## src/rtl/cdc_reg_bridge.sv

```systemverilog
// cdc_reg_bridge: decodes W/R command frames from a CDC OUT byte stream into register-bus
// transfers and returns read data or ACK/NAK status on the IN byte stream.
module cdc_reg_bridge #(
  parameter int         TIMEOUT_CYCLES = 12000,
  parameter logic [7:0] ACK_BYTE       = 8'h06,
  parameter logic [7:0] NAK_BYTE       = 8'h15
) (
  input  logic       clk_i,
  input  logic       rstn_i,
  input  logic       configured_i,
  input  logic [7:0] rx_data_i,
  input  logic       rx_valid_i,
  output logic       rx_ready_o,
  output logic [7:0] tx_data_o,
  output logic       tx_valid_o,
  input  logic       tx_ready_i,
  output logic [7:0] bus_addr_o,
  output logic [7:0] bus_wdata_o,
  output logic       bus_we_o,
  output logic       bus_re_o,
  input  logic [7:0] bus_rdata_i,
  input  logic       bus_ack_i,
  output logic       busy_o
);
  localparam int TW = $clog2(TIMEOUT_CYCLES + 1);
  localparam logic [3:0] S_IDLE  = 4'd0;
  localparam logic [3:0] S_ADDR  = 4'd1;
  localparam logic [3:0] S_LEN   = 4'd2;
  localparam logic [3:0] S_WDATA = 4'd3;
  localparam logic [3:0] S_WBUS  = 4'd4;
  localparam logic [3:0] S_RBUS  = 4'd5;
  localparam logic [3:0] S_RSEND = 4'd6;
  localparam logic [3:0] S_ACK   = 4'd7;
  localparam logic [3:0] S_NAK   = 4'd8;
  logic [3:0]    state, nxt;
  logic          is_wr, acc, in_frame, tmo_hit;
  logic [8:0]    cnt;
  logic [TW-1:0] tmo;
  logic [7:0]    addr;
  assign in_frame   = state == S_ADDR || state == S_LEN || state == S_WDATA;
  assign rx_ready_o = configured_i && (state == S_IDLE || in_frame);
  assign acc        = rx_valid_i && rx_ready_o;
  assign tmo_hit    = in_frame && !acc && tmo == TW'(TIMEOUT_CYCLES - 1);
  assign busy_o     = state != S_IDLE;
  assign bus_addr_o = addr;
  always_comb begin
    nxt = state;
    case (state)
      S_IDLE:  if (acc) nxt = (rx_data_i == 8'h57 || rx_data_i == 8'h52) ? S_ADDR : S_NAK;
      S_ADDR:  if (acc) nxt = S_LEN;
      S_LEN:   if (acc) nxt = is_wr ? S_WDATA : S_RBUS;
      S_WDATA: if (acc) nxt = S_WBUS;
      S_WBUS:  if (bus_ack_i) nxt = cnt == 9'd1 ? S_ACK : S_WDATA;
      S_RBUS:  if (bus_ack_i) nxt = S_RSEND;
      S_RSEND: if (tx_ready_i) nxt = cnt == 9'd0 ? S_IDLE : S_RBUS;
      S_ACK, S_NAK: if (tx_ready_i) nxt = S_IDLE;
      default: nxt = S_IDLE;
    endcase
    if (tmo_hit) nxt = S_NAK;
    if (!configured_i) nxt = S_IDLE;
  end
  // strobes and tx_valid are flopped from the next state so they rise with state entry, glitch-free
  always_ff @(posedge clk_i or negedge rstn_i) begin
    if (!rstn_i) begin
      state       <= S_IDLE;
      is_wr       <= 1'b0;
      cnt         <= '0;
      tmo         <= '0;
      addr        <= '0;
      bus_wdata_o <= '0;
      bus_we_o    <= 1'b0;
      bus_re_o    <= 1'b0;
      tx_data_o   <= '0;
      tx_valid_o  <= 1'b0;
    end else begin
      state      <= nxt;
      bus_we_o   <= nxt == S_WBUS;
      bus_re_o   <= nxt == S_RBUS;
      tx_valid_o <= nxt == S_RSEND || nxt == S_ACK || nxt == S_NAK;
      tmo        <= (configured_i && in_frame && !acc) ? tmo + 1'b1 : '0;
      if (!configured_i) begin
        addr <= '0;
        cnt  <= '0;
      end else begin
        if (state == S_IDLE && acc) is_wr <= rx_data_i == 8'h57;
        if (state == S_ADDR && acc) addr <= rx_data_i;
        if (state == S_LEN && acc) cnt <= rx_data_i == 8'h00 ? 9'd256 : {1'b0, rx_data_i};
        if (state == S_WDATA && acc) bus_wdata_o <= rx_data_i;
        if ((state == S_WBUS || state == S_RBUS) && bus_ack_i) begin
          addr <= addr + 8'd1;
          cnt  <= cnt - 9'd1;
        end
        if (state == S_RBUS && bus_ack_i) tx_data_o <= bus_rdata_i;
        if (nxt == S_ACK) tx_data_o <= ACK_BYTE;
        if (nxt == S_NAK) tx_data_o <= NAK_BYTE;
      end
    end
  end
endmodule

```

## config.mk

```make
export PLATFORM = sky130hd
export DESIGN_NAME = cdc_reg_bridge
export DESIGN_NICKNAME = d
export VERILOG_FILES = /design/src/rtl/cdc_reg_bridge.sv
export SDC_FILE = /design/constraint.sdc
export NUM_CORES = 1
export LEC_CHECK = 0
export ABC_CLOCK_PERIOD_IN_PS = 5700
export CORE_ASPECT_RATIO = 0.9
export CORE_UTILIZATION = 30
export DETAILED_ROUTE_END_ITERATION = 8
export SLEW_MARGIN = 20
export SYNTH_ARGS = -nofsm -noshare
export SYNTH_HDL_FRONTEND = slang
export SYNTH_SLANG_ARGS = --single-unit
```

## constraint.sdc

```tcl
create_clock -name clk_i -period 5.7 [get_ports clk_i]
set_input_delay 1.14 -clock clk_i [delete_from_list [all_inputs] [get_ports clk_i]]
set_output_delay 1.14 -clock clk_i [all_outputs]
set_load 0.03 [all_outputs]
```

==> metrics <==
outcome=finished clean; initial antenna violation count=0; Total Nets Final=408; filler cell count=1004; post-CTS setup buffers=0; met1 WL=3640 um; Max VDD drop=135 uV; Syn Nets=361; wire per inst=15.4 um; All-Layer GR Usage=0.157; Post-Syn Area=3060 um^2; Starting Density=0.312; Finish-stage setup viols=0; area of the multi-input gates=1540 um^2; Post-DP Area=3640 um^2; placed cell count=500; RR Endpoint=tx_data_o[2]; hpwl dp=5630 um; simple-gate area share of the yosys netlist=0.245; FMAX=236 MHz; drt initial violations=134; Hold Violations, Final=0; Max-slew headroom=0.455; worst min path class=register to register; Post-synth ARST share=1.00; Adder-Cell Fraction of Synth Area=0.0205; CTS hold repair buffers=0; Max Root-Sink Buffers=2; largest net degree at the start of global routing=56; biggest area consumer among synthesized cells=dfrtp_1; critical path launch point=configured_i; R2R depth=8; min-delay src=tmo[0]; H-tree levels=2; Worst-Skew Late Latency=290 ps; post-CTS sizing=0; Post-synth top flop=dfrtp_1; IO Pins=51; Synth Area in Compound Gates=0.166; skew final=8.08 ps; ANT cells=0; CTS Sinks=55; Post-synth EDFFs=0; Synth top area share=0.450; max layer used=met4; Via density=5.17; total of max-cap violations=0; YS warnings=0; final instance area=3790 um^2; Pre-Repair DR Iteration Count=4; vias in the first global route=2622; Die W=108 um; Via Count=2627; mux cell area share after synthesis=0.0360; required time of the critical path=4560 ps; RSZ-0062 raised after global routing=false; sequential fraction of the synthesis area=0.450; Synth Area in XOR/XNOR=0.0373; Post-Syn Area per Cell=9.15 um^2; Residual DRC=0; total negative setup slack=0 ps; sequential cell area=1380 um^2; met3 routed WL=409 um; # rows=34; largest family of logic cells by synthesized area=simple AND/OR/NAND/NOR gates; CTS tree=done; core area=9780 um^2; die area=10600 um^2; Buffers on Ports=50; met2 wire len=3620 um; layout cells sized above 1=0.0654; Synth Instances=334; crit path capture type=output port; Netlist cell types=58; pwr dens=202 nW/um^2; r2r setup slk=3120 ps; worst slew pin tran=815 ps; Setup CP Type=primary input to output port; largest fanout on the critical path=15; crit path launch type=primary input; DRT antenna net count=0; Final Non-Filler Cells=508; die height=97.7 um; Congestion Overflow GR=0; Seq cells post-synth=55; commonest non-fill, non-tap cell in the layout=dfrtp_1; Final Wtd Congestion=0.808; most frequent cells in the layout=dfrtp_1, clkdlybuf4s50_1, nor2_1; Tcrit/Tclk final=0.743; most area-consuming cells after synthesis=dfrtp_1, nor2_1, a21oi_1; global-route wire length before repair=13100 um; Pins Over Slew Limit=0; cts bufs inserted=5; Synth-to-Final Area Change=24.2%; Worst Path Arrival=3100 ps; DRT Wirelength=7820 um; leak pwr=1.56 nW; Root Buffer Master=clkbuf_16; crit path to=rx_ready_o; Worst-path clk slew=70 ps; fin crit period=4240 ps; Worst R2R Start=cnt[1]
-- logic make-up (layout without fill, tap and decap cells) --
logic type	count (synthesis)	count (layout)
AOI/OAI and AO/OA	82	82
and+or+nand+nor	142	142
xor gates and xnor gates	13	13
adders and majority gates	5	5
buffers and inverters	27	75
DFF	55	55
muxes	10	10
-- synth_stat cells, drive strengths merged (3+ instances only) --
| cell type | n |
|---|---|
| dfrtp | 55 |
| nor2 | 39 |
| nand2 | 31 |
| a21oi | 24 |
| o21ai | 24 |
| inv | 14 |
| nand3 | 13 |
| clkbuf | 11 |
| and3 | 9 |
| nor3 | 9 |
| xor2 | 9 |
| mux2 | 8 |
| and2 | 6 |
| ha | 5 |
| o31ai | 5 |
| a31oi | 4 |
| nand3b | 4 |
| nor3b | 4 |
| xnor2 | 4 |
| nand4 | 3 |
| nor2b | 3 |
| nor4 | 3 |
| o211ai | 3 |
| o22ai | 3 |
| or4 | 3 |
-- power by group --
| group | switching [mW] | internal (mW) |
|---|---|---|
| combinational | 0.0328 | 0.0234 |
| clock | 0.141 | 0.176 |
| sequential | 0.00248 | 0.392 |
| total | 0.177 | 0.591 |
-- cell type report --
type,instances,share of cell area
Multi-Input combinational cell,252,0.407
Sequential cell,55,0.363
Timing Repair Buffer,52,0.135
Tap cell,126,0.0415
Clock buffer,7,0.0376
Inverter,15,0.0148
Clock inverter,1,0.00231
-- routing by layer --
| layer | GRT usage | vias up |
|---|---|---|
| met1 | 0.206 | 1276 |
| met3 | 0.0374 | 11 |
| met5 | 0 | - |
| li1 | - | 1288 |
| met4 | 0.0541 | 0 |
| met2 | 0.252 | 52 |
-- stage by stage --
step / power (mW) / setup slack, ps / hold WS (ps) / utilization
floorplan: 0.422 / 2490 / 455 / -
global placement: 0.459 / 1500 / 478 / 0.372
detailed placement: 0.459 / 1460 / 494 / 0.372
CTS: 0.779 / 1470 / 504 / 0.388
global route: 0.796 / 1330 / 535 / 0.388
finish: 0.768 / 1460 / 495 / 0.388
-- worst min-delay path by stage --
stage | endpoint | slack, ps | depth (start not counted)
6_report | tmo[0] | 490 | 1
5_1_grt | bus_wdata_o[7] | 530 | 1
4_1_cts | tmo[0] | 500 | 1
3_5_place_dp | tmo[0] | 490 | 1
3_3_place_gp | tmo[0] | 480 | 1
2_1_floorplan | tmo[0] | 460 | 1
-- worst max-delay path, stage by stage --
cell	delay, ps
clkdlybuf4s50_1	820
clkinv_1	170
nor3_1	230
clkdlybuf4s50_1	730
-- registers in the layout (all words and copies together), names as in the netlist --
name and cells:
tmo 14, cnt 9, bus_addr_o 8, bus_wdata_o 8, tx_data_o 8, state 4, bus_re_o 1, bus_we_o 1
is_wr 1, tx_valid_o 1
Power figures use the tool's default switching activity.
